<file path="src/rtl/ibex_instr_req_ctrl_pkg.sv">
`default_nettype none
// ============================================================================
// Module      : ibex_instr_req_ctrl_pkg
// Description : Types and constants shared by the instruction request
//               controller and the downstream fetch FIFO.
// Revision    : 1.0 - initial release
// ============================================================================
package ibex_instr_req_ctrl_pkg;

    localparam int unsigned NUM_REQS_DEFAULT = 2;
    localparam logic [31:0] WORD_ALIGN_MASK  = 32'hFFFF_FFFC;
    localparam logic [31:0] WORD_BYTES       = 32'd4;

    typedef struct packed {
        logic outstanding;
        logic discard;
        logic pmp;
    } req_slot_t;

endpackage
`default_nettype wire

</file>
<file path="src/rtl/ibex_instr_req_ctrl_if.sv">
`default_nettype none
// ============================================================================
// Module      : ibex_instr_req_ctrl_if
// Description : Instruction bus and fetch-FIFO signals of the request
//               controller. master = controller side, slave = bus/FIFO side.
// Revision    : 1.0 - initial release
// ============================================================================
interface ibex_instr_req_ctrl_if
    import ibex_instr_req_ctrl_pkg::*;
#(
    parameter int unsigned NUM_REQS = NUM_REQS_DEFAULT
);

    logic                instr_req_o;
    logic                instr_gnt_i;
    logic [31:0]         instr_addr_o;
    logic                instr_rvalid_i;
    logic [31:0]         instr_rdata_i;
    logic                instr_err_i;
    logic                instr_pmp_err_i;

    logic [NUM_REQS-1:0] fifo_busy_i;
    logic                fifo_clear_o;
    logic                fifo_valid_o;
    logic [31:0]         fifo_addr_o;
    logic [31:0]         fifo_rdata_o;
    logic                fifo_err_o;

    modport master (
        output instr_req_o, instr_addr_o,
        input  instr_gnt_i, instr_rvalid_i, instr_rdata_i, instr_err_i, instr_pmp_err_i,
        input  fifo_busy_i,
        output fifo_clear_o, fifo_valid_o, fifo_addr_o, fifo_rdata_o, fifo_err_o
    );

    modport slave (
        input  instr_req_o, instr_addr_o,
        output instr_gnt_i, instr_rvalid_i, instr_rdata_i, instr_err_i, instr_pmp_err_i,
        output fifo_busy_i,
        input  fifo_clear_o, fifo_valid_o, fifo_addr_o, fifo_rdata_o, fifo_err_o
    );

endinterface
`default_nettype wire

</file>
<file path="src/rtl/ibex_instr_req_ctrl.sv">
`default_nettype none
// ============================================================================
// Module      : ibex_instr_req_ctrl
// Description : Prefetch request side - issues word-aligned bus requests,
//               tracks outstanding responses and forwards survivors to the FIFO.
// Revision    : 1.0 - initial release
// ============================================================================
module ibex_instr_req_ctrl
    import ibex_instr_req_ctrl_pkg::*;
#(
    parameter int unsigned NUM_REQS = NUM_REQS_DEFAULT
) (
    input  wire logic              clk_i,
    input  wire logic              rst_ni,
    input  wire logic              req_i,
    input  wire logic              branch_i,
    input  wire logic [31:0]       addr_i,
    output logic                   busy_o,
    ibex_instr_req_ctrl_if.master  bus
);

    req_slot_t [NUM_REQS-1:0] r_slots;
    req_slot_t [NUM_REQS-1:0] w_slots_d;
    req_slot_t [NUM_REQS-1:0] w_slots_next;
    logic [NUM_REQS-1:0]      w_out;
    logic [NUM_REQS-1:0]      w_out_rev;
    logic [NUM_REQS-1:0]      w_alloc;

    logic        r_hold;
    logic [31:0] r_fetch_addr;
    logic [31:0] r_stored_addr;
    logic [31:0] w_req_addr;
    logic        w_fifo_ready;
    logic        w_valid_new_req;
    logic        w_req;
    logic        w_accept;
    logic        w_retire;

    // Slot 0 is the oldest; a retirement shifts every slot down by one.
    for (genvar i = 0; i < NUM_REQS; i++) begin : g_slot
        assign w_out[i]     = r_slots[i].outstanding;
        assign w_out_rev[i] = r_slots[NUM_REQS-1-i].outstanding;

        if (i == 0) begin : g_first
            assign w_alloc[i] = w_accept & ~w_out[0];
        end else begin : g_rest
            assign w_alloc[i] = w_accept & w_out[i-1] & ~w_out[i];
        end

        assign w_slots_d[i] = '{
            outstanding: w_out[i] | w_alloc[i],
            discard:     w_out[i] & (r_slots[i].discard | branch_i),
            pmp:         w_alloc[i] ? bus.instr_pmp_err_i : r_slots[i].pmp
        };

        if (i == NUM_REQS-1) begin : g_top
            assign w_slots_next[i] = w_retire ? req_slot_t'('0) : w_slots_d[i];
        end else begin : g_shift
            assign w_slots_next[i] = w_retire ? w_slots_d[i+1] : w_slots_d[i];
        end
    end

    // Reserve a FIFO entry for every request that may still be in flight.
    assign w_fifo_ready    = ~&(bus.fifo_busy_i | w_out_rev);
    assign w_valid_new_req = rst_ni & req_i & (w_fifo_ready | branch_i) & ~w_out[NUM_REQS-1];
    assign w_req           = w_valid_new_req | r_hold;
    assign w_accept        = w_req & (bus.instr_gnt_i | bus.instr_pmp_err_i);
    assign w_retire        = r_slots[0].outstanding & (r_slots[0].pmp | bus.instr_rvalid_i);

    always_comb begin
        w_req_addr = r_fetch_addr;
        if (branch_i) begin
            w_req_addr = addr_i & WORD_ALIGN_MASK;
        end else if (r_hold) begin
            w_req_addr = r_stored_addr;
        end
    end

    always_ff @(posedge clk_i or negedge rst_ni) begin
        if (!rst_ni) begin
            r_slots       <= '0;
            r_hold        <= 1'b0;
            r_fetch_addr  <= '0;
            r_stored_addr <= '0;
        end else begin
            r_slots <= w_slots_next;
            if (w_req && !w_accept) begin
                r_hold        <= 1'b1;
                r_stored_addr <= w_req_addr;
            end else begin
                r_hold        <= 1'b0;
            end
            // An unaccepted branch parks on the target so the redirect is issued later.
            if (w_accept) begin
                r_fetch_addr <= w_req_addr + WORD_BYTES;
            end else if (branch_i) begin
                r_fetch_addr <= w_req_addr;
            end
        end
    end

    assign bus.instr_req_o  = w_req;
    assign bus.instr_addr_o = w_req_addr;
    assign bus.fifo_clear_o = branch_i;
    assign bus.fifo_valid_o = w_retire & ~r_slots[0].discard;
    assign bus.fifo_addr_o  = addr_i;
    assign bus.fifo_rdata_o = bus.instr_rdata_i;
    assign bus.fifo_err_o   = bus.instr_err_i | r_slots[0].pmp;
    assign busy_o           = (|w_out) | w_req;

endmodule
`default_nettype wire

</file>
<file path="src/flat_wrapper.sv">
// flat-port wrapper written by rule: the top's interface ports become plain ports
module ibex_instr_req_ctrl_flat import ibex_instr_req_ctrl_pkg::*;
#(
    parameter int unsigned NUM_REQS = NUM_REQS_DEFAULT
)
  (clk_i, rst_ni, req_i, branch_i, addr_i, busy_o, bus_instr_req_o, bus_instr_addr_o, bus_instr_gnt_i, bus_instr_rvalid_i, bus_instr_rdata_i, bus_instr_err_i, bus_instr_pmp_err_i, bus_fifo_busy_i, bus_fifo_clear_o, bus_fifo_valid_o, bus_fifo_addr_o, bus_fifo_rdata_o, bus_fifo_err_o);
  ibex_instr_req_ctrl_if #(.NUM_REQS(NUM_REQS)) bus_i ();
  input  wire logic clk_i;
  input  wire logic rst_ni;
  input  wire logic req_i;
  input  wire logic branch_i;
  input  wire logic [31:0] addr_i;
  output logic busy_o;
  output wire logic [$bits(bus_i.instr_req_o)-1:0] bus_instr_req_o;
  output wire logic [$bits(bus_i.instr_addr_o)-1:0] bus_instr_addr_o;
  input wire logic [$bits(bus_i.instr_gnt_i)-1:0] bus_instr_gnt_i;
  input wire logic [$bits(bus_i.instr_rvalid_i)-1:0] bus_instr_rvalid_i;
  input wire logic [$bits(bus_i.instr_rdata_i)-1:0] bus_instr_rdata_i;
  input wire logic [$bits(bus_i.instr_err_i)-1:0] bus_instr_err_i;
  input wire logic [$bits(bus_i.instr_pmp_err_i)-1:0] bus_instr_pmp_err_i;
  input wire logic [$bits(bus_i.fifo_busy_i)-1:0] bus_fifo_busy_i;
  output wire logic [$bits(bus_i.fifo_clear_o)-1:0] bus_fifo_clear_o;
  output wire logic [$bits(bus_i.fifo_valid_o)-1:0] bus_fifo_valid_o;
  output wire logic [$bits(bus_i.fifo_addr_o)-1:0] bus_fifo_addr_o;
  output wire logic [$bits(bus_i.fifo_rdata_o)-1:0] bus_fifo_rdata_o;
  output wire logic [$bits(bus_i.fifo_err_o)-1:0] bus_fifo_err_o;
  assign bus_instr_req_o = bus_i.instr_req_o;
  assign bus_instr_addr_o = bus_i.instr_addr_o;
  assign bus_i.instr_gnt_i = bus_instr_gnt_i;
  assign bus_i.instr_rvalid_i = bus_instr_rvalid_i;
  assign bus_i.instr_rdata_i = bus_instr_rdata_i;
  assign bus_i.instr_err_i = bus_instr_err_i;
  assign bus_i.instr_pmp_err_i = bus_instr_pmp_err_i;
  assign bus_i.fifo_busy_i = bus_fifo_busy_i;
  assign bus_fifo_clear_o = bus_i.fifo_clear_o;
  assign bus_fifo_valid_o = bus_i.fifo_valid_o;
  assign bus_fifo_addr_o = bus_i.fifo_addr_o;
  assign bus_fifo_rdata_o = bus_i.fifo_rdata_o;
  assign bus_fifo_err_o = bus_i.fifo_err_o;
  ibex_instr_req_ctrl #(.NUM_REQS(NUM_REQS)) u_core (.clk_i(clk_i), .rst_ni(rst_ni), .req_i(req_i), .branch_i(branch_i), .addr_i(addr_i), .busy_o(busy_o), .bus(bus_i));
endmodule
</file>
<file path="config.mk">
export PLATFORM = sky130hd
export DESIGN_NAME = ibex_instr_req_ctrl_flat
export DESIGN_NICKNAME = d
export VERILOG_FILES = /design/src/rtl/ibex_instr_req_ctrl_pkg.sv /design/src/rtl/ibex_instr_req_ctrl_if.sv /design/src/rtl/ibex_instr_req_ctrl.sv /design/src/flat_wrapper.sv
export SDC_FILE = /design/constraint.sdc
export NUM_CORES = 1
export LEC_CHECK = 0
export BUFFER_PORTS_ARGS = -buffer_cell sky130_fd_sc_hd__clkbuf_2
export CELL_PAD_IN_SITES_DETAIL_PLACEMENT = 0
export CELL_PAD_IN_SITES_GLOBAL_PLACEMENT = 2
export CORE_AREA = 3 3 132 134
export CTS_CLUSTER_DIAMETER = 50
export CTS_CLUSTER_SIZE = 12
export DETAILED_ROUTE_END_ITERATION = 8
export DIE_AREA = 0 0 135 137
export GPL_TIMING_DRIVEN = 0
export PLACE_DENSITY = 0.8
export SYNTH_ARGS = -nofsm -noshare
export SYNTH_HDL_FRONTEND = slang
export SYNTH_SLANG_ARGS = --single-unit
</file>
<file path="constraint.sdc">
create_clock -name clk_i -period 3.6 [get_ports clk_i]
set_clock_uncertainty 0.1 [all_clocks]
set_input_delay 0.72 -clock clk_i [delete_from_list [all_inputs] [get_ports clk_i]]
set_output_delay 0.72 -clock clk_i [all_outputs]
set_load 0.005 [all_outputs]
</file>
# == Word level (Yosys, flattened, before mapping) ==
# Index checks and enable logic that the tools add are counted.
# Widths: inputs -> output; s select.
# classes
add_sub_neg,1
n_mux,9
n_bitwise,25
n_reduce_logical,7
# op_table
cell,count
$mux 32,4
$add 32x3->32 const B,1
$and 1x1->1,11
$or 1x1->1,10
$mux 3,2
$reduce_bool 2->1,2
$mux 1,3
$not 1->1,3
$logic_not 1->1,2
$or 2x2->2,1
$reduce_and 2->1,1
$reduce_or 2->1,1
$logic_and 1x1->1,1
# word_totals
reg_bits,71
inputBits,74
output_inout_bits,101

# == Depth between registers and ports, before layout ==
# logic_depth
ltp_word,12
ltp_mapped,11

# == Least setup slack after synthesis ==
# Ideal clock, no wire load.
# synth_timing
path_kind,in2reg
start,input branch_i
end,register u_core.r_fetch_addr[23]
arrival_time_ns,2.726
t_required_ns,3.418
path_slack_ns,0.692
cell_stages,8
cell_sequence,buf_4 -> buf_4 -> o21ai_1 -> nand4_2 -> or4_1 -> buf_2 -> or4_1 -> a31oi_1
# synth_lines
item,line,text
"start, declared",flat_wrapper.sv:11,input wire logic branch_i;
$mux 32,ibex_instr_req_ctrl.sv:72,if (branch_i) begin
via bus_instr_addr_o[13],flat_wrapper.sv:15,output wire logic [$bits(bus_i.instr_addr_o)-1:0] bus_instr_addr_o;
$add 32x3->32,ibex_instr_req_ctrl.sv:95,r_fetch_addr <= w_req_addr + WORD_BYTES;
$mux 32,ibex_instr_req_ctrl.sv:94,if (w_accept) begin
"end signal, assigned",ibex_instr_req_ctrl.sv:95,
"end signal, assigned",ibex_instr_req_ctrl.sv:97,r_fetch_addr <= w_req_addr;
"end, declared",ibex_instr_req_ctrl.sv:30,logic [31:0] r_fetch_addr;
# The timed path passes the listed nets, and every way through them passes these cells. The select of a mux whose other input is x is not followed.
# A chain may end at the register's enable or synchronous reset.

# == Worst setup path after layout ==
# layout_timing
start,input branch_i
end,output bus_instr_addr_o[28]
# layout_via
elab_chain_cells,1
# layout_lines
item,line
$mux 32,ibex_instr_req_ctrl.sv:72
"end, declared",flat_wrapper.sv:15
# Every way passes these cells.

==> impl_metrics.ini <==
[setup_path]
r2r_cells = 10
reg2reg_to = u_core.r_fetch_addr[20]$_DFFE_PN0P_
required_ns = 2.78
worstPathArrival_ns = 2.59
regToRegStartpoint = u_core.r_hold$_DFF_PN0_
worstSetupPathType = input port to output pin
endpoint_kind = output pin
startpoint_type = input port
critPathMaxFanout = 10
ff2ff_setup_slack_ns = 0.39

[cells_and_area]
syn2layout_area_growth_pct = 27.15
seq_area_um2 = 1777
final_common_cell = clkbuf_2
final_cell_mix = clkbuf_2, dfrtp_1, nand2_1, buf_4, mux2i_1
fillCellCount = 1679
nets = 755
drive_gt1_frac = 0.3927
insertedDiodeCount = 0
multi_input_area_um2 = 2253

[die]
io_pins = 175
core_area_um2 = 16410
die-width_um = 135
dieArea_um2 = 18500
row_count = 47
die_y_um = 137
initial_utilization = 0.2887

[synthesis]
ys_async_sr_fraction = 1.000
syn_area_per_cell_um2 = 8.955
syn-num-nets = 604
yosys_register_bits = 71
synth.distinct_cells = 52
ys.flop_type = dfrtp_1
syn_inst = 529
yosysWarnings = 0
synth_edf_count = 0
yosysSeqAreaShare = 0.3751
syn-cell-area_um2 = 4737

[clocking]
cts.sinks = 71
clk_path_buf_depth = 2
htreeDepth = 3
tritoncts = built
clock_latency_ns = 0.33
cts_root_buf = clkbuf_16
post_cts_buffers = 0
tritoncts.num_buffers = 9
clkTransAtPathRegs_ns = 0.05

[timing]
whs_ns = 0.2256
rsz0062_at_grt = no
max_freq_mhz = 293.5
hold_violations = 0
slew_violations = 0
slew_headroom = 0.4411
period_minus_slack_ns = 3.407
setup_slack_ns = 0.1925
max_slew.worst_pin.slew_ns = 0.8306
final.period_utilization = 0.9465
setup_violations = 0

[global_routing]
antenna_found_initial = 0
busiest_layer = met2
grt_max_degree = 52
gr-usage-met2 = 0.2557
overflow = 0
use_met3 = 0.03199
grt_pass1_vias = 4289
track_usage = 0.1569
gr-usage-met1 = 0.2100
grt_pass1_wl_mm = 22.87

[detailed_routing]
via_count = 4441
routedWlPerCell_um = 16.43
first_pass_iters = 5
ant_nets = 0
drt-initial-drc-count = 252
drc_errors = 0
drt_wl_total_mm = 14.87
viasPerCell = 4.907

[job]
max-cap-violations = 0

[outcome]
status = finished, final reports clean

[pwr]
power_density_nw_per_um2 = 358.7
peakVddDrop_v = 0.0001911
leakagePower_nw = 2.848

[place]
dp_hpwl_mm = 11.25
place_congestion = 0.8528
portBuffers = 139
pre_cts_ws_ns = -0.1654

[min_path]
holdCritPathClass = input port to asynchronous set/reset pin
## sequential cells by signal, summed over array words and instances, names as in the netlist
| name | count |
|---|---|
| u_core.r_stored_addr | 32 |
| u_core.r_slots | 6 |
| u_core.r_hold | 1 |
| u_core.r_fetch_addr | 32 |
## cells in the mapped netlist (3+ instances only)
library cell / instances / area, um^2
a221oi_1: 3 / 26.28
buf_2: 7 / 35.03
o21ai_0: 31 / 155.2
o31ai_1: 5 / 37.54
and3_1: 3 / 18.77
inv_1: 18 / 67.56
nor4_1: 8 / 50.05
o22ai_1: 3 / 18.77
dfrtp_1: 71 / 1777
mux2_2: 21 / 236.5
xnor2_1: 3 / 26.28
or4_1: 5 / 37.54
nand4_1: 13 / 81.33
o21a_1: 14 / 105.1
or2_2: 3 / 18.77
o21ai_1: 9 / 45.04
buf_4: 68 / 510.5
nand2_1: 70 / 262.8
o21ai_2: 5 / 43.79
nor3_1: 10 / 50.05
o211ai_1: 7 / 52.55
o311a_1: 3 / 30.03
and4_1: 3 / 26.28
or3_1: 3 / 18.77
a21oi_1: 12 / 60.06
clkbuf_1: 13 / 48.80
a31oi_1: 9 / 56.30
o32ai_1: 3 / 26.28
nand3_1: 14 / 70.07
mux2i_1: 39 / 390.4
nor2_1: 24 / 90.09
## worst max path at each step
stage	depth (start not counted)	slack, ns	endpoint	from
2_1_floorplan	8	0.69	u_core.r_fetch_addr[23]$_DFFE_PN0P_	branch_i
5_1_grt	8	0.01	bus_instr_addr_o[28]	branch_i
3_5_place_dp	10	-0.17	u_core.r_fetch_addr[19]$_DFFE_PN0P_	branch_i
3_3_place_gp	7	-0.91	u_core.r_fetch_addr[22]$_DFFE_PN0P_	rst_ni
4_1_cts	8	0.12	bus_instr_addr_o[29]	branch_i
6_report	8	0.19	bus_instr_addr_o[28]	branch_i
## per-stage QoR
stage	area (um^2)	std cells	total power, mW	util	TNS [ns]
detailed placement	5738	889	1.343	0.3497	-0.4785
global route	6023	905	2.284	0.3671	0
global placement	5708	888	1.331	0.3479	-39.03
CTS	6015	905	2.186	0.3666	0
finish	6023	905	2.161	0.3671	0
floorplan	4737	529	1.149	-	0
## power by group
group,internal (mW),switching [mW],leakage [nW]
combinational,0.206,0.252,1.79
sequential,0.841,0.0263,0.912
clock,0.499,0.336,0.142
## critical path, cell delays in order
cell and delay, ns:
buf_4 0.14, buf_2 0.27, buf_2 0.31, buf_2 0.28, buf_2 0.29, o21a_1 0.33
inv_1 0.11, clkbuf_2 0.13
## routing by layer
| layer | up-vias | share of wire |
|---|---|---|
| li1 | 2141 | - |
| met1 | 2117 | 0.45 |
| met2 | 167 | 0.48 |
| met3 | 16 | 0.055 |
| met4 | 0 | 0.018 |
| met5 | - | 0 |
## cells by family (layout without fill, tap and decap cells)
kind of cell	Yosys count	after routing	share of synthesized area
fa+ha+maj	1	1	0.002641
simple gates	164	164	0.1675
mux	60	60	0.1323
flops	71	71	0.3751
buf+inv	112	268	0.1511
compound gates	118	118	0.1659
xor+xnor	3	3	0.005548
## cell type report
class	count	share of cell area
timing repair buffer	140	0.1205
inverter	19	0.01184
multi-input combinational	346	0.3741
clock inverter	4	0.003324
buffer	93	0.1070
sequential	71	0.2950
clock buffer	12	0.04258
tap	220	0.04570
## repair_timing
item	in CTS	in global routing
gates resized for setup	0	2
setup endpoints to repair	0	4
hold buffers	0	0
No activity file was read; power rests on OpenSTA's default activity.
